<file path="src/rtl/rifl_sched_pkg.sv">
// Shared types and the rotate-priority search used by the FIFO round-robin scheduler.
package rifl_sched_pkg;

    localparam int MAX_CH    = 16;
    localparam int MAX_IDX_W = 4;

    localparam logic [0:0] ST_IDLE  = 1'b0;
    localparam logic [0:0] ST_BURST = 1'b1;

    typedef enum logic [0:0] {
        S_IDLE  = ST_IDLE,
        S_BURST = ST_BURST
    } state_e;

    typedef struct packed {
        logic                 valid;
        logic [MAX_IDX_W-1:0] idx;
    } pick_t;

    // First set bit of eligible searching ptr+1, ptr+2, ... modulo n.
    function automatic pick_t rr_pick(input logic [MAX_CH-1:0]    eligible,
                                      input logic [MAX_IDX_W-1:0] ptr,
                                      input int                   n);
        pick_t r;
        int    c;
        r = '0;
        for (int k = 1; k <= MAX_CH; k++) begin
            c = (int'(ptr) + k) % n;
            if (!r.valid && k <= n && eligible[c[MAX_IDX_W-1:0]]) begin
                r.valid = 1'b1;
                r.idx   = c[MAX_IDX_W-1:0];
            end
        end
        return r;
    endfunction

endpackage

</file>
<file path="src/rtl/rifl_rr_picker.sv">
// Combinational rotate-priority encoder: picks the next eligible index after ptr.
module rifl_rr_picker
    import rifl_sched_pkg::*;
#(
    parameter  int N_CH  = 4,
    localparam int IDX_W = $clog2(N_CH)
) (
    input  logic [N_CH-1:0]  eligible,
    input  logic [IDX_W-1:0] ptr,
    output logic             gnt_valid,
    output logic [IDX_W-1:0] gnt_idx
);

    logic [MAX_CH-1:0]    elig_ext;
    logic [MAX_IDX_W-1:0] ptr_ext;
    pick_t                pick;
    logic                 unused_pick_bits;

    always_comb begin
        elig_ext           = '0;
        elig_ext[N_CH-1:0] = eligible;
        ptr_ext            = '0;
        ptr_ext[IDX_W-1:0] = ptr;
        pick               = rr_pick(elig_ext, ptr_ext, N_CH);
    end

    assign gnt_valid        = pick.valid;
    assign gnt_idx          = pick.idx[IDX_W-1:0];
    // Upper index bits are always zero for N_CH below MAX_CH.
    assign unused_pick_bits = ^pick.idx;

endmodule

</file>
<file path="src/rtl/rifl_fifo_rr_sched.sv">
// Round-robin drain of N_CH FWFT FIFOs into one registered valid/ready stream,
// granting each channel a burst of up to BURST beats.
module rifl_fifo_rr_sched
    import rifl_sched_pkg::*;
#(
    parameter  int N_CH   = 4,
    parameter  int DWIDTH = 32,
    parameter  int BURST  = 8,
    localparam int IDX_W  = $clog2(N_CH),
    localparam int CNT_W  = $clog2(BURST) + 1
) (
    input  logic                   clk,
    input  logic                   rst_n,
    input  logic [N_CH-1:0]        ch_empty,
    input  logic [N_CH*DWIDTH-1:0] ch_data,
    output logic [N_CH-1:0]        ch_rd_en,
    input  logic [N_CH-1:0]        ch_en,
    output logic                   out_valid,
    input  logic                   out_ready,
    output logic [DWIDTH-1:0]      out_data,
    output logic [IDX_W-1:0]       out_ch,
    output logic                   out_last,
    output logic                   busy
);

    state_e             state_q,     state_d;
    logic [IDX_W-1:0]   rr_ptr_q,    rr_ptr_d;
    logic [CNT_W-1:0]   beat_cnt_q,  beat_cnt_d;
    logic               out_valid_q, out_valid_d;
    logic [DWIDTH-1:0]  out_data_q,  out_data_d;
    logic [IDX_W-1:0]   out_ch_q,    out_ch_d;
    logic               out_last_q,  out_last_d;

    logic [N_CH-1:0]    eligible;
    logic               gnt_valid;
    logic [IDX_W-1:0]   gnt_idx;
    logic               grant_ok;
    logic               pop;
    logic               quota;

    assign eligible = ch_en & ~ch_empty;

    rifl_rr_picker #(
        .N_CH      (N_CH)
    ) u_picker (
        .eligible  (eligible),
        .ptr       (rr_ptr_q),
        .gnt_valid (gnt_valid),
        .gnt_idx   (gnt_idx)
    );

    // rr_ptr_q doubles as the active grant while in S_BURST.
    always_comb begin
        grant_ok    = eligible[rr_ptr_q];
        pop         = (state_q == S_BURST) && grant_ok && (!out_valid_q || out_ready);
        quota       = (beat_cnt_q == CNT_W'(BURST - 1));

        state_d     = state_q;
        rr_ptr_d    = rr_ptr_q;
        beat_cnt_d  = beat_cnt_q;
        out_valid_d = out_valid_q;
        out_data_d  = out_data_q;
        out_ch_d    = out_ch_q;
        out_last_d  = out_last_q;
        ch_rd_en    = '0;

        if (!pop && out_valid_q && out_ready) begin
            out_valid_d = 1'b0;
        end

        case (state_q)
            S_IDLE: begin
                if (gnt_valid) begin
                    state_d    = S_BURST;
                    rr_ptr_d   = gnt_idx;
                    beat_cnt_d = '0;
                end
            end
            S_BURST: begin
                if (pop) begin
                    ch_rd_en[rr_ptr_q] = 1'b1;
                    out_data_d  = ch_data[rr_ptr_q*DWIDTH +: DWIDTH];
                    out_ch_d    = rr_ptr_q;
                    out_valid_d = 1'b1;
                    out_last_d  = quota;
                    beat_cnt_d  = beat_cnt_q + CNT_W'(1);
                    if (quota) begin
                        state_d = S_IDLE;
                    end
                end else if (!grant_ok) begin
                    // A stalled downstream keeps the grant; only empty/disabled ends it.
                    state_d = S_IDLE;
                end
            end
            default: state_d = S_IDLE;
        endcase
    end

    always_ff @(posedge clk or negedge rst_n) begin
        if (!rst_n) begin
            state_q     <= S_IDLE;
            rr_ptr_q    <= IDX_W'(N_CH - 1);
            beat_cnt_q  <= '0;
            out_valid_q <= 1'b0;
            out_data_q  <= '0;
            out_ch_q    <= '0;
            out_last_q  <= 1'b0;
        end else begin
            state_q     <= state_d;
            rr_ptr_q    <= rr_ptr_d;
            beat_cnt_q  <= beat_cnt_d;
            out_valid_q <= out_valid_d;
            out_data_q  <= out_data_d;
            out_ch_q    <= out_ch_d;
            out_last_q  <= out_last_d;
        end
    end

    assign out_valid = out_valid_q;
    assign out_data  = out_data_q;
    assign out_ch    = out_ch_q;
    assign out_last  = out_last_q;
    assign busy      = (state_q == S_BURST);

endmodule

</file>
<file path="config.mk">
export PLATFORM = sky130hd
export DESIGN_NAME = rifl_fifo_rr_sched
export DESIGN_NICKNAME = d
export VERILOG_FILES = /design/src/rtl/rifl_sched_pkg.sv /design/src/rtl/rifl_rr_picker.sv /design/src/rtl/rifl_fifo_rr_sched.sv
export SDC_FILE = /design/constraint.sdc
export NUM_CORES = 1
export LEC_CHECK = 0
export BUFFER_PORTS_ARGS = -buffer_cell sky130_fd_sc_hd__buf_2
export CORE_MARGIN = 3
export CORE_UTILIZATION = 45
export CTS_BUF_LIST = sky130_fd_sc_hd__clkbuf_4
export DETAILED_ROUTE_END_ITERATION = 10
export GPL_ROUTABILITY_DRIVEN = 0
export PLACE_DENSITY = 0.93
export SLEW_MARGIN = 15
export SYNTH_ARGS = -nofsm -noshare
export SYNTH_HDL_FRONTEND = slang
export SYNTH_HIERARCHICAL = 1
export SYNTH_SLANG_ARGS = --single-unit
</file>
<file path="constraint.sdc">
create_clock -name clk -period 4 [get_ports clk]
set_clock_uncertainty 0.15 [all_clocks]
set_input_delay 0.8 -clock clk [delete_from_list [all_inputs] [get_ports clk]]
set_output_delay 0.8 -clock clk [all_outputs]
set_load 0.05 [all_outputs]
</file>
Word level (Yosys, flattened, before mapping)
Cells that the tools add are included.
{ "totals": {"word_cells": 79, "regBits": 43, "in_bits": 139, "out_inout_bits": 41} }
{ "op_classes": {"n_addsub": 5, "reduce_logical": 21, "order_cmp": 6, "muxes": 29, "eq_ne": 3, "n_bitwise": 7, "n_shift": 1} }
{ "op_table": {"columns": ["op", "n"], "rows": [
  ["indexed part select 128 x 8 -> 32 bit", 1],
  ["< comparator 4 x 5 -> 1 bit (second input constant)", 4],
  ["two-way mux 5 bit", 4],
  ["two-way mux 4 bit", 4],
  ["two-way mux 1 bit", 13],
  ["binary-select mux 1 bit (select 3 bit)", 4],
  ["logical AND 1 bit", 8],
  ["case mux 4 bit (2 select lines)", 1],
  ["OR reduction 2 bit", 4],
  ["AND reduction 2 bit", 3],
  ["zero test 1 bit", 5],
  ["adder 2 x 1 -> 2 bit (second input constant)", 2],
  ["adder 2 bit (second input constant)", 2],
  ["adder 4 x 1 -> 4 bit (second input constant)", 1],
  ["AND 1 bit (first input constant)", 4],
  ["AND 4 bit", 1],
  ["equality test 4 x 3 -> 1 bit (second input constant)", 1],
  ["!= test 2 x 1 -> 1 bit (second input constant)", 2],
  ["NOT 4 bit", 1],
  ["< comparator 2 x 3 -> 1 bit (second input constant)", 1],
  ["binary-select mux 1 bit (select 2 bit)", 1],
  ["demux 1 bit (select 2 bit)", 1],
  ["greater-or-equal comparator 2 x 1 -> 1 bit (second input constant)", 1],
  ["case mux 1 bit (2 select lines)", 1],
  ["other kinds (2)", 2]
]} }

Depth between registers and ports, before layout
Gate-level depths: netlist (run 1).
{ "depth": {"ltp_word": 17, "ltp_mapped": 7, "depth_no_buf": 6} }

By module
Netlist (run 1), hierarchy kept.
{ "modules_own_cells": {"columns": ["module", "seq_area_each_um2", "instances", "cells_per_inst", "area_each_um2"], "rows": [
  ["rifl_fifo_rr_sched", 1078.5, 1, 161, 2688.8],
  ["rifl_rr_picker", 0.0, 1, 14, 78.8]
]} }

Least setup slack after synthesis (run 1)
OpenSTA, ideal clock, no wires.
{ "synth_path": {"kind": "input -> output", "startpoint": "input port ch_empty[2]", "endpoint": "output port ch_rd_en[2]", "setup_slack_ps": 247, "cell_stages": 5, "path_buffers": 1, "arrival_ps": 2803, "path_cell_list": "or3b_4 > a31oi_4 > nand2_4 > buf_6 > nor3b_1"} }
{ "synth_between": {"elab_chain_cells": 8} }
{ "synth_lines": {"columns": ["element", "line_no", "rtl"], "rows": [
  ["from (decl)", "rifl_fifo_rr_sched.sv:14", "input logic [N_CH-1:0] ch_empty,"],
  ["NOT 4 bit", "rifl_fifo_rr_sched.sv:41", "assign eligible = ch_en & ~ch_empty;"],
  ["AND 4 bit", "rifl_fifo_rr_sched.sv:41", null],
  ["binary-select mux 1 bit (select 2 bit)", "rifl_fifo_rr_sched.sv:54", "grant_ok = eligible[rr_ptr_q];"],
  ["two-way mux 1 bit (implied by the code)", "rifl_fifo_rr_sched.sv:54", null],
  ["logical AND 1 bit (2 in a row)", "rifl_fifo_rr_sched.sv:55", "pop = (state_q == S_BURST) && grant_ok && (!out_valid_q || out_ready);"],
  ["two-way mux 4 bit", "rifl_fifo_rr_sched.sv:80", "if (pop) begin"],
  ["two-way mux 4 bit", "rifl_fifo_rr_sched.sv:71", "case (state_q)"],
  ["to (decl)", "rifl_fifo_rr_sched.sv:16", "output logic [N_CH-1:0] ch_rd_en,"]
]} }
Every way passes these cells. The select of a mux whose other input is x is not followed.

Worst setup path in the final report (run 1)
{ "layout_path": {"startpoint": "register rr_ptr_q[0]", "endpoint": "output port ch_rd_en[2]"} }
{ "layout_between": {"elab_chain_cells": 6, "elab_cells_between_ends": 11, "classes_between": "order compare (2); mux (6); reduce/logical (3)"} }
{ "layout_lines": {"columns": ["element", "line_no", "rtl"], "rows": [
  ["from (decl)", "rifl_fifo_rr_sched.sv:27", "logic [IDX_W-1:0] rr_ptr_q, rr_ptr_d;"],
  ["from (signal assigned)", "rifl_fifo_rr_sched.sv:102", "rr_ptr_q <= IDX_W'(N_CH - 1);"],
  ["from (signal assigned)", "rifl_fifo_rr_sched.sv:110", "rr_ptr_q <= rr_ptr_d;"],
  ["< comparator 2 x 3 -> 1 bit (implied by the code), or another cell as far along", "rifl_fifo_rr_sched.sv:81", "ch_rd_en[rr_ptr_q] = 1'b1;"],
  ["logical AND 1 bit (implied by the code) or two-way mux 1 bit (tied branches)", "rifl_fifo_rr_sched.sv:81, rifl_fifo_rr_sched.sv:54", null],
  ["two-way mux 1 bit (implied by the code) or logical AND 1 bit (tied branches)", "rifl_fifo_rr_sched.sv:81, rifl_fifo_rr_sched.sv:55", null],
  ["demux 1 bit (select 2 bit) or logical AND 1 bit (tied branches)", "rifl_fifo_rr_sched.sv:81, rifl_fifo_rr_sched.sv:55", null],
  ["two-way mux 4 bit *", "rifl_fifo_rr_sched.sv:80", null],
  ["two-way mux 4 bit *", "rifl_fifo_rr_sched.sv:71", null]
]} }
Mark *: on every way between the ends. The rest lies on a longest branch, timed or not. The select of a mux whose other input is x is not followed.

==> impl_metrics.ini, run 1 <==
[outcome]
status = complete, no violations

[min_path]
hold_depth = 1
min_path_type = reg -> reg

[clock_tree]
cts-buffers-inserted = 5
h-tree-depth = 2
cts-resized-gates = 0
clockRootBuffer = clkbuf_4
clock_latency_ns = 0.34
post_cts_buffers = 0
cts_max_path_buffers = 2
hold_buffers = 0
cts_tree = built
clkSinkCount = 43
path_clk_slew_ns = 0.11

[yosys]
yosysWarningCount = 6
synth_nets = 315
synth_seq_area_share_pct = 39.0
synth_seq_cells = 43
synth-edff-count = 0
synth-main-ff-cell = dfrtp_1
synth_area_mm2 = 0.00277
avgSynthCellArea_um2 = 15.8
netlist-cell-type-count = 35
syn-instance-count = 175
ys_async_sr_fraction_pct = 100

[detailed_routing]
wire_per_inst_um = 17.3
avgViaCountPerCell = 5.38
drt_first_pass_iters = 4
drt_iter0_drc = 54
vias = 2279
ant_nets = 0
drcViolationCount = 0
wl_mm = 7.34

[power_and_ir_drop]
switching_power_mw = 1.55
power_density_mw_per_mm2 = 866
pwr-share-seq_pct = 25.5
leakagePower_nw = 1.96
power.share.clock_pct = 6.2
p_comb_share_pct = 68.2
irDropWorstVdd_v = 0.000533
power.share.switching_pct = 47.8
p_int_mw = 1.69

[job]
drv_cap = 0

[global_route]
grt_pass1_wl_mm = 11.9
gr-total-overflow = 0
grt_pass1_vias = 2562
antenna_found_initial = 0
grtUsageTotal_pct = 21.1
grt_max_degree = 44

[worst_setup_path]
path_cells = nand3b_1 > a31oi_4 > nand2_4 > nor3b_1 > buf_2
crit_buf_inv = 1
path_max_fanout = 20
critPathTopFamily = flip-flops
cpPeakStageDelay_ns = 0.92
cp.required_ns = 3.05
crit_type = reg -> out
crit_arrival_ns = 2.42
critPathSlowestCell = dfstp_2
worst_setup_path_end_kind = output pin
r2r_cells = 5
worst_setup_path_start_kind = flop
cp.depth = 5

[timing]
fmax_ghz = 0.297
post-route-period-util_pct = 84.3
period_needed_ns = 3.37
fin_tns_setup_ns = 0
slew_viol_final = 0
finalHoldViolations = 0
tightest_slew_ns = 0.943
slew_headroom_pct = 37.1
setup_violations = 0
rsz0062_at_grt = no

[floorplan]
num_rows = 27
die_x_um = 84.4
core_area_mm2 = 0.00574
die_h_um = 84.4
start_util_pct = 48.2
pin_count = 180
die-area_mm2 = 0.00713

[cells_and_area]
layout.cells.non_filler = 424
area_growth_pct = 35.2
fillerInstances = 437
register_area_mm2 = 0.00108
nets = 491
multi_input_area_mm2 = 0.00160
diodes = 0
layout-drive-gt1-share_pct = 75.3

[placement]
placedCellCount = 416
dpl.hpwl_mm = 5.81
portBuffers = 179
-- worst reg2reg max path, cell delays in order (launching register included) --
cell and delay [ns]:
dfstp_2 0.92, nand2b_1 0.15, o221a_2 0.32, nand2_4 0.10, buf_4 0.54, mux2_4 0.39
-- synthesized netlist by cell type, drive strengths merged, types with 3 or more instances --
cell type / number / area share, %
nand3: 3 / 0.54
buf: 10 / 2.8
mux2: 37 / 20
mux4: 32 / 26
nand2b: 5 / 1.1
mux2i: 3 / 1.1
nor2b: 5 / 1.1
dfrtp: 41 / 37
nor2: 7 / 0.95
nand2: 7 / 1.2
clkbuf: 3 / 0.41
-- logic make-up after synthesis --
group / share of synthesized area (%)
mux: 46.9
fa+ha+maj: 0.452
flops: 39.0
simple gates: 7.64
compound gates: 2.85
buf+inv: 3.16
-- flip-flops by register name (all words and copies together), names as in the netlist --
register,flops
rr_ptr_q,2
out_ch,2
busy,1
beat_cnt_q,4
out_last,1
out_valid,1
out_data,32
-- layer usage --
layer	global-route usage (%)	part of all wire [%]	vias up	wire [µm]
li1	-	-	1038	-
met1	22.1	35	1095	2550
met2	40.7	54	134	3990
met3	6.18	9.2	12	677
met4	5.90	1.7	0	123
met5	0	0	-	0
-- final cells by class --
cell class,count,share of cell area [%]
multi-input cells,119,42.8
flip-flops and latches,43,28.8
repair buffers,182,24.5
well taps,72,2.41
clock buffers,6,1.20
clock inverters,2,0.201
-- cell usage in the layout (no fill, tap or decap), drive strengths merged --
cell / netlist / layout
a21oi: 1 / 1
or3b: 1 / 1
buf: 10 / 182
nor3: 1 / 1
a31oi: 1 / 1
a21o: 1 / 1
nand2b: 5 / 5
o21ai: 2 / 2
ha: 1 / 1
dfstp: 2 / 2
and4: 1 / 1
clkbuf: 3 / 6
o311ai: 1 / 1
a31o: 1 / 1
nand3b: 1 / 1
nor3b: 1 / 1
mux2i: 3 / 3
nand2: 7 / 7
mux2: 37 / 37
dfrtp: 41 / 41
nor2: 7 / 7
mux4: 32 / 32
nor2b: 5 / 5
or2: 1 / 1
and2b: 2 / 2
and3: 2 / 2
o221a: 1 / 1
clkinv: 0 / 2
nand3: 3 / 3
o22ai: 1 / 1
-- per-stage QoR --
stage                     area, µm²  util [%]  setup slack (ns)  hold slack [ns]  total power [mW]
after floorplan                2770         -             0.247            0.309              2.64
after global placement         3690      64.2             0.965            0.334              3.00
after detailed placement       3690      64.2             0.909            0.338              3.06
after CTS                      3740      65.1             0.556            0.369              3.27
after global routing           3740      65.1             0.454            0.380              3.42
final                          3740      65.1             0.628            0.368              3.24
-- power groups by stage --
stage	logic, mW	registers, mW	clock network [mW]
after floorplan	1.21	1.44	0
after global placement	2.17	0.823	0
after detailed placement	2.23	0.833	0
after CTS	2.23	0.831	0.211
after global routing	2.32	0.864	0.229
final	2.21	0.827	0.202
-- final timing paths --
check	from	end	slack, ns
max in group asynchronous	rst_n	out_data[19]$_DFFE_PN0P_	2.68
worst max-delay path	rr_ptr_q[0]$_DFFE_PN1P_	ch_rd_en[2]	0.63
worst min register to register	out_data[24]$_DFFE_PN0P_	out_data[24]$_DFFE_PN0P_	0.37
worst max register to register	rr_ptr_q[0]$_DFFE_PN1P_	out_data[28]$_DFFE_PN0P_	1.33
worst min-delay path	out_data[24]$_DFFE_PN0P_	out_data[24]$_DFFE_PN0P_	0.37
min in group asynchronous	rst_n	out_data[27]$_DFFE_PN0P_	0.44
Power figures use the tool's default switching activity.
==> run 2, diff against run 1 <==
ABC_AREA = 1   (was default)
CORE_UTILIZATION = 40   (was 45)
PLACE_DENSITY = 0.88   (was 0.93)
clock period = 2.8 ns   (was 4 ns; I/O delays follow)
==> impl_metrics.ini, run 2 <==
[placement]
place_ws_ns = 0.358
portBuffers = 179
dpl.hpwl_mm = 6.87

[cells_and_area]
diodes = 0
layout-drive-gt1-share_pct = 37.9
final_cell_mix = 177 x buf_2, 175 x nand2_1, 42 x nand3_1
area_growth_pct = 38.5
layout_commonest_cell = buf_2
multi_input_area_mm2 = 0.00148
nets = 732
largest_register_ffs = 32
register_area_mm2 = 0.00108
fillerInstances = 615
post-route-util_pct = 58.6

[yosys]
synth_top_family_by_area = simple AND/OR/NAND/NOR gates
synth-edff-count = 0
synth_area_mm2 = 0.00275
synth_top_cell_by_area = dfrtp_1
synthTopCellsByCount = 175 x nand2_1, 42 x nand3_1, 41 x dfrtp_1
synth_nets = 557
yosys.area_share.adder_pct = 0.455
netlist-cell-type-count = 25
synth_seq_cells = 43
yosysWarningCount = 6
synth_area_leaders = dfrtp_1 37%, nand2_1 24%, nand3_1 7.7%
synth_xor_area_share_pct = 0.319
synthSimpleGateAreaFrac_pct = 39.7
synth.area.mux_share_pct = 0
synth_compound_area_share_pct = 13.4
synth-main-ff-cell = dfrtp_1
synth_top_area_share_pct = 37.3
avgSynthCellArea_um2 = 6.59
syn-instance-count = 417
synth_most_common_cell = nand2_1
synth_seq_area_share_pct = 39.3
ys_async_sr_fraction_pct = 100

[power_and_ir_drop]
power_density_mw_per_mm2 = 1250
leakagePower_nw = 2.17
irDropWorstVdd_v = 0.000554

[timing]
post-route-period-util_pct = 96.7
fmax_ghz = 0.369
slew_viol_final = 0
tightest_slew_ns = 0.696
slew_headroom_pct = 53.6
setup_violations = 0
worst_slack_ns = 0.0919
fin_tns_setup_ns = 0
period_needed_ns = 2.71
finalHoldViolations = 0

[worst_setup_path]
crit_type = reg -> out
path_max_fanout = 7
worst_setup_path_start_kind = flop
reg2reg_setup_slack_ns = 0.34
cp.required_ns = 2.09
crit_arrival_ns = 2.00
r2r-start = rr_ptr_q[0]$_DFFE_PN1P_
worstReg2RegEnd = beat_cnt_q[3]$_DFFE_PN0P_
r2r_cells = 11
worst_setup_path_end_kind = output pin

[global_route]
grt_pass1_wl_mm = 13.7
grtUsageTotal_pct = 22.0
grt_pass1_vias = 3076
gr-total-overflow = 0
grt_max_degree = 77
antenna_found_initial = 0

[clock_tree]
clockRootBuffer = clkbuf_4
clkSinkCount = 43
h-tree-depth = 2
path_clk_slew_ns = 0.13
clock_latency_ns = 0.35
hold_buffers = 0
cts_tree = built
cts_max_path_buffers = 2
cts-buffers-inserted = 5

[detailed_routing]
wire_per_inst_um = 13.5
ant_nets = 0
wl_mm = 9.05
avgViaCountPerCell = 4.99
drt_iter0_drc = 123
drcViolationCount = 0
vias = 3342
drt_first_pass_iters = 5

[floorplan]
die_h_um = 88.9
num_rows = 29
start_util_pct = 42.3
die_x_um = 88.9
pin_count = 180
core_area_mm2 = 0.00649
die-area_mm2 = 0.00790

[job]
drv_cap = 0

[outcome]
status = complete, no violations

[min_path]
min_path_type = in -> async
[run 2: timing repair]
action                     CTS  global route
setup buffers                0             3
setup endpoints to repair    0             4
resized for setup            0             3
[run 2: metal layers]
metal	vias up	track usage [%]	part of all wire, %
met4	0	5.36	1.6
li1	1696	-	-
met3	12	5.49	7.5
met1	1479	25.0	40
met2	155	41.0	51
met5	-	0	0
[run 2: worst max-delay path by stage]
stage / from / endpoint / slack (ns) / cells past startpoint
after CTS: rr_ptr_q[0]$_DFFE_PN1P_ / ch_rd_en[1] / 0.02 / 7
after detailed placement: rr_ptr_q[0]$_DFFE_PN1P_ / beat_cnt_q[3]$_DFFE_PN0P_ / 0.36 / 10
after global routing: rr_ptr_q[1]$_DFFE_PN1P_ / ch_rd_en[0] / -0.09 / 7
final: rr_ptr_q[0]$_DFFE_PN1P_ / ch_rd_en[0] / 0.09 / 7
after floorplan: rr_ptr_q[1]$_DFFE_PN1P_ / ch_rd_en[0] / -0.23 / 7
after global placement: ch_empty[2] / ch_rd_en[0] / 0.47 / 7
[run 2: report_power, final]
group	switching [mW]	total [mW]	internal, mW	leakage (nW)
logic	2.36	3.27	0.912	1.59
registers	0.194	1.11	0.920	0.543
clock network	0.202	0.386	0.184	0.0426
total	2.75	4.77	2.02	2.17
[run 2: logic make-up after synthesis]
group	after synthesis
adders and majority gates	1
buffers and inverters	44
and+or+nand+nor	255
DFF	43
AOI/OAI and AO/OA	73
xor gates and xnor gates	1
[run 2: final cells by class]
class / count / area share, %
Clock buffer: 5 / 0.986
Clock inverter: 3 / 1.02
Inverter: 23 / 2.40
Multi-Input combinational cell: 330 / 39.0
Sequential cell: 43 / 28.4
Tap cell: 77 / 2.53
Timing Repair Buffer: 189 / 25.6
[run 2: worst max-delay path: stages, from the launching register on]
cell and delay (ns):
dfstp_4 0.68, inv_2 0.07, nand2_1 0.07, nor2_1 0.07
nor2_1 0.14, nand3_2 0.12, nor3_1 0.21, clkbuf_4 0.28
[run 2: stage by stage]
step	cell area (µm²)	hold slack, ns	instances	power, mW
2_1_floorplan	2750	0.114	417	3.58
6_report	3810	0.00687	670	4.77
3_3_place_gp	3700	0.318	659	4.25
4_1_cts	3770	0.0192	667	4.75
3_5_place_dp	3700	0.325	659	4.36
5_1_grt	3810	0.0193	670	5.18
